===== config.mk =====
export PLATFORM = sky130hd
export DESIGN_NAME = xor_stream_descrambler
export DESIGN_NICKNAME = d
export VERILOG_FILES = /design/src/rtl/xor_stream_descrambler_pkg.sv /design/src/rtl/xor_stream_descrambler_lfsr_step.sv /design/src/rtl/xor_stream_descrambler_xor.sv /design/src/rtl/xor_stream_descrambler.sv
export SDC_FILE = /design/constraint.sdc
export NUM_CORES = 1
export LEC_CHECK = 0
export BUFFER_PORTS_ARGS = -buffer_cell sky130_fd_sc_hd__buf_2
export CORE_MARGIN = 2
export CORE_UTILIZATION = 30
export DETAILED_ROUTE_END_ITERATION = 8
export PLACE_DENSITY_LB_ADDON = 0.2
export REMOVE_ABC_BUFFERS = 1
export SYNTH_ARGS = -nofsm -noshare
export SYNTH_HDL_FRONTEND = slang
export SYNTH_SLANG_ARGS = --single-unit

===== constraint.sdc =====
create_clock -name clk -period 2 [get_ports clk]
set_input_delay 0 -clock clk [delete_from_list [all_inputs] [get_ports clk]]
set_output_delay 0 -clock clk [all_outputs]
set_load 0.02 [all_outputs]

===== src/rtl/xor_stream_descrambler_pkg.sv =====
// Shared constants and types for the XOR stream descrambler and its LFSR helper.
// No logic, no latency.
// Not applicable (package only).
package xor_descr_pkg;

    // Feedback taps of x^32+x^22+x^2+x+1: bits 31, 21, 1 and 0.
    localparam logic [31:0] LFSR_TAPS      = 32'h8020_0003;
    localparam logic [31:0] SEED_DEFAULT_C = 32'h0000_0001;
    // An all-zero LFSR state never leaves zero, so a zero seed is replaced by this.
    localparam logic [31:0] ZERO_SEED_SUB  = 32'h0000_0001;

    typedef enum logic {
        RUN    = 1'b0,
        RESEED = 1'b1
    } descr_state_e;

endpackage


===== src/rtl/xor_stream_descrambler_lfsr_step.sv =====
// Keystream LFSR next-state function plus zero-seed substitution; shared with the transmitter.
// Purely combinational, zero latency.
// No handshake; the caller decides when to apply the results.
module xor_lfsr_step
    import xor_descr_pkg::*;
(
    input  logic [31:0] state_i,
    input  logic [31:0] seed_i,
    output logic [31:0] next_o,
    output logic [31:0] seed_fix_o
);

    // Fibonacci shift: feedback is the parity of the tapped bits, shifted in at bit 0.
    always_comb begin
        next_o     = {state_i[30:0], ^(state_i & LFSR_TAPS)};
        seed_fix_o = (seed_i == 32'h0) ? ZERO_SEED_SUB : seed_i;
    end

endmodule


===== src/rtl/xor_stream_descrambler_xor.sv =====
// Generic word-wide XOR block used by the datapath.
// Purely combinational, zero latency.
// No handshake.
module xor_word #(
    parameter int WIDTH = 32
) (
    input  logic [WIDTH-1:0] a_i,
    input  logic [WIDTH-1:0] b_i,
    output logic [WIDTH-1:0] y_o
);

    // Bitwise combine of the two operands.
    always_comb begin
        y_o = a_i ^ b_i;
    end

endmodule


===== src/rtl/xor_stream_descrambler.sv =====
// Descrambles a valid/ready word stream by XOR with a locally regenerated LFSR keystream.
// One cycle from accept to out_valid; full throughput. Optional parity check via DESCR_PARITY_EN.
// in_ready drops while the output is held un-taken, during a seed_load cycle, and in RESEED.
module xor_stream_descrambler
    import xor_descr_pkg::*;
#(
    parameter int               WIDTH        = 32,
    parameter logic [WIDTH-1:0] SEED_DEFAULT = SEED_DEFAULT_C
) (
    input  logic             clk,
    input  logic             rst_n,
    input  logic             seed_load,
    input  logic [WIDTH-1:0] seed_in,
    input  logic             in_valid,
    output logic             in_ready,
    input  logic [WIDTH-1:0] in_data,
    output logic             out_valid,
    input  logic             out_ready,
    output logic [WIDTH-1:0] out_data,
    output logic [15:0]      word_count
`ifdef DESCR_PARITY_EN
    ,
    input  logic             in_parity,
    output logic             parity_err
`endif
);

    descr_state_e     state_q, state_d;
    logic [WIDTH-1:0] lfsr_q, lfsr_d;
    logic             out_valid_q, out_valid_d;
    logic [WIDTH-1:0] out_data_q, out_data_d;
    logic [15:0]      word_count_q, word_count_d;

    logic [WIDTH-1:0] lfsr_next;
    logic [WIDTH-1:0] seed_fix;
    logic [WIDTH-1:0] plain;
    logic             accept;

    xor_lfsr_step u_lfsr_step (
        .state_i    (lfsr_q),
        .seed_i     (seed_in),
        .next_o     (lfsr_next),
        .seed_fix_o (seed_fix)
    );

    // The keystream for a word is the LFSR state before it advances.
    xor_word #(.WIDTH(WIDTH)) u_xor (
        .a_i (in_data),
        .b_i (lfsr_q),
        .y_o (plain)
    );

    // Ready depends only on state, the output slot and seed_load, never on in_valid.
    always_comb begin
        in_ready = (state_q == RUN) && (!out_valid_q || out_ready) && !seed_load;
        accept   = in_valid && in_ready;
    end

    // Next-state and datapath updates; seed_load takes priority over any word.
    always_comb begin
        state_d      = state_q;
        lfsr_d       = lfsr_q;
        word_count_d = word_count_q;
        out_valid_d  = out_valid_q;
        out_data_d   = out_data_q;

        case (state_q)
            RUN: begin
                // A word still waiting for the consumer must drain before new keystream is used.
                if (seed_load && out_valid_q && !out_ready) begin
                    state_d = RESEED;
                end
            end
            RESEED: begin
                if (!out_valid_q || out_ready) begin
                    state_d = RUN;
                end
            end
            default: state_d = RUN;
        endcase

        if (seed_load) begin
            lfsr_d       = seed_fix;
            word_count_d = 16'h0;
        end else if (accept) begin
            lfsr_d       = lfsr_next;
            word_count_d = word_count_q + 16'd1;
        end

        if (accept) begin
            out_valid_d = 1'b1;
            out_data_d  = plain;
        end else if (out_ready) begin
            out_valid_d = 1'b0;
        end
    end

    // State, keystream, counter and output register.
    always_ff @(posedge clk or negedge rst_n) begin
        if (!rst_n) begin
            state_q      <= RUN;
            lfsr_q       <= SEED_DEFAULT;
            word_count_q <= 16'h0;
            out_valid_q  <= 1'b0;
            out_data_q   <= '0;
        end else begin
            state_q      <= state_d;
            lfsr_q       <= lfsr_d;
            word_count_q <= word_count_d;
            out_valid_q  <= out_valid_d;
            out_data_q   <= out_data_d;
        end
    end

`ifdef DESCR_PARITY_EN
    logic parity_err_q;

    // Parity flag is captured with the word and only meaningful while out_valid.
    always_ff @(posedge clk or negedge rst_n) begin
        if (!rst_n) begin
            parity_err_q <= 1'b0;
        end else if (accept) begin
            parity_err_q <= (^plain) ^ in_parity;
        end
    end

    assign parity_err = parity_err_q;
`endif

    assign out_valid  = out_valid_q;
    assign out_data   = out_data_q;
    assign word_count = word_count_q;

endmodule

==> impl_metrics.toml <==
[power]
powerDensity_nw_per_um2 = 848.8
vdd_drop_max_mv = 0.3798
p_leak_nw = 2.577

[worst_setup_path]
critPathArrivalTime_ns = 1.94
start_kind = "flip-flop"
end_kind = "flip-flop"
cp.required_ns = 2.21
worstSetupPathType = "flip-flop to flip-flop"
max_stage_delay_ns = 0.52
cp_max_fo = 9
r2r_setup_slack_ns = 0.27
rr_worst_depth = 4
crit_chain = "nor2b_1, or3_1, o311ai_0, o41ai_1"
slowest_stage = "or3_1"

[sta]
relSlewSlack_pct = 65.77
whs_ns = 0.07389
rsz0062_at_grt = "false"
clock_skew_ns = 0.007405
period_share_pct = 86.47
fin_crit_ns = 1.729
max_freq_mhz = 578.2
slew_viol_final = 0
setup_viol = 0
final_hold_viol_count = 0
tightest_slew_ns = 0.5088

[cts]
cts.clk_slew.worst_paths_ns = 0.06
ctsHtreeMaxLevel = 3
clock_path_buffers = 2
cts_resized = 0
clk_latency_ns = 0.34
cts.sinks = 82
numCtsBuffers = 9
cts_root_buffer = "clkbuf_16"
cts_setup_buffers = 0
cts_tree = "yes"

[floorplan]
core_um2 = 12620
std_cell_rows = 41
io_pins = 119
die_x_um = 117.6
start_util_pct = 30.70
die_area_um2 = 13840
die_h_um = 117.6

[place]
place_area_um2 = 4651
gp_congestion = 0.7993
numPortBuffers = 118
dpl.hpwl_um = 7093

[routing]
drc_errors = 0
vias = 3326
drt-vias-per-instance = 4.513
wl_met2_um = 4669
wl_met3_um = 434
post_drt_wl_per_cell_um = 13.83
first_iter_violations = 145
routed_wl_um = 10190
final_antenna_net_count = 0
drt-pass1-iter-count = 4
highest_layer = "met4"
drt-met1-wl_um = 4885

[status]
status = "finished, final reports clean"

[yosys]
ys_seq_area_share_pct = 53.00
async_reset_ff_share_pct = 100.0
synth.ff_latch_count = 82
ys.flop_type = "dfrtp_1"
syn-instance-count = 382
synth_warnings = 0
syn-cell-area_um2 = 3874
synth_cell_type_count = 39
synth-edff-count = 0
syn_avg_cell_area_um2 = 10.14

[grt]
grt_overflow = 0
grt_pass1_wl_um = 16620
grt_max_degree = 50
grtUsageTotal_pct = 14.96
antenna_found_initial = 0
grt_pass1_vias = 3316

[layout]
n_antenna_cell = 0
final_common_cell = "buf_2"
synthToLayoutAreaGrowth_pct = 43.60
mostFrequentLayoutCells = "buf_2, dfrtp_1, nand2_1"
fin_area_um2 = 5563
num-nets-final = 631
drive_gt1_share_pct = 26.02

[run]
cap_violations = 0

[worst_hold_path]
holdCritPathClass = "primary input to flip-flop"
hold_path_depth = 4
## stage by stage
| stage | cells | setup slack (ns) | TNS, ns | util, % | power [mW] |
|---|---|---|---|---|---|
| 2_1_floorplan | 361 | -0.9145 | -39.37 | - | 2.688 |
| 3_3_place_gp | 658 | 0.3492 | 0 | 36.85 | 3.103 |
| 3_5_place_dp | 658 | 0.2913 | 0 | 36.85 | 3.125 |
| 4_1_cts | 737 | 0.2808 | 0 | 44.08 | 4.793 |
| 5_1_grt | 737 | 0.1467 | 0 | 44.08 | 4.981 |
| 6_report | 737 | 0.2706 | 0 | 44.08 | 4.722 |
## per-layer routing
layer,GRT usage (%),vias up
met1,19.94,1534
met2,23.58,92
met4,5.873,0
met5,0,-
met3,3.440,15
li1,-,1685
## logic make-up (layout without fill, tap and decap cells)
logic type	Yosys count	in the layout	share of synthesized area [%]
flops	82	82	53.00
buf+inv	24	207	3.101
mux	28	28	7.235
simple gates	124	124	15.41
xor+xnor	41	41	9.625
compound gates	82	82	11.31
fa+ha+maj	1	1	0.3229
## synthesized netlist by cell type, types with 5 or more instances
library cell / instances / share of area, %
nor4_1: 10 / 1.6
nand2_1: 67 / 6.5
nor2_1: 14 / 1.4
or3_1: 5 / 0.81
o21ai_0: 65 / 8.4
mux2i_1: 28 / 7.2
dfrtp_1: 81 / 52
nand4_1: 8 / 1.3
xnor2_1: 36 / 8.1
a21oi_1: 6 / 0.78
clkbuf_1: 14 / 1.4
## sequential cells by signal, indices dropped and copies added (netlist names)
signal / count
out_valid: 1
out_data: 32
state_q: 1
lfsr_q: 32
word_count: 16
## worst max-delay path, delay by kind of cell, from the launching register on
kind | cells | cell delay, ns
flops | 1 | 0.38
compound gates | 2 | 0.48
simple gates | 2 | 0.73
## repair_timing
action,4_1_cts,5_1_grt
endpoints found under the setup margin,0,0
endpoints found under the hold margin,96,0
hold buffers,64,0
## path summary, 6_finish.rpt
kind                             start        endpoint
max reg2reg                  out_valid  word_count[13]
min reg2reg                out_data[1]     out_data[1]
min                         seed_in[0]       lfsr_q[0]
max                          out_valid  word_count[13]
max in group asynchronous        rst_n       lfsr_q[0]
min in group asynchronous        rst_n   word_count[8]
## final cells by class
type | count | area, um2
fillers | 1262 | 7057
multi-input cells | 276 | 1713
clock inverters | 3 | 15.01
repair buffers | 189 | 1299
well taps | 172 | 215.2
flip-flops and latches | 82 | 2053
clock buffers | 12 | 256.5
inverters | 3 | 11.26
## power breakdown
part,internal (mW),switching (mW),leakage (nW)
Sequential,1.91,0.168,1.03
Clock,0.896,0.655,0.138
Combinational,0.492,0.602,1.41
Total,3.30,1.43,2.58
(Power assumes the default switching activity.)
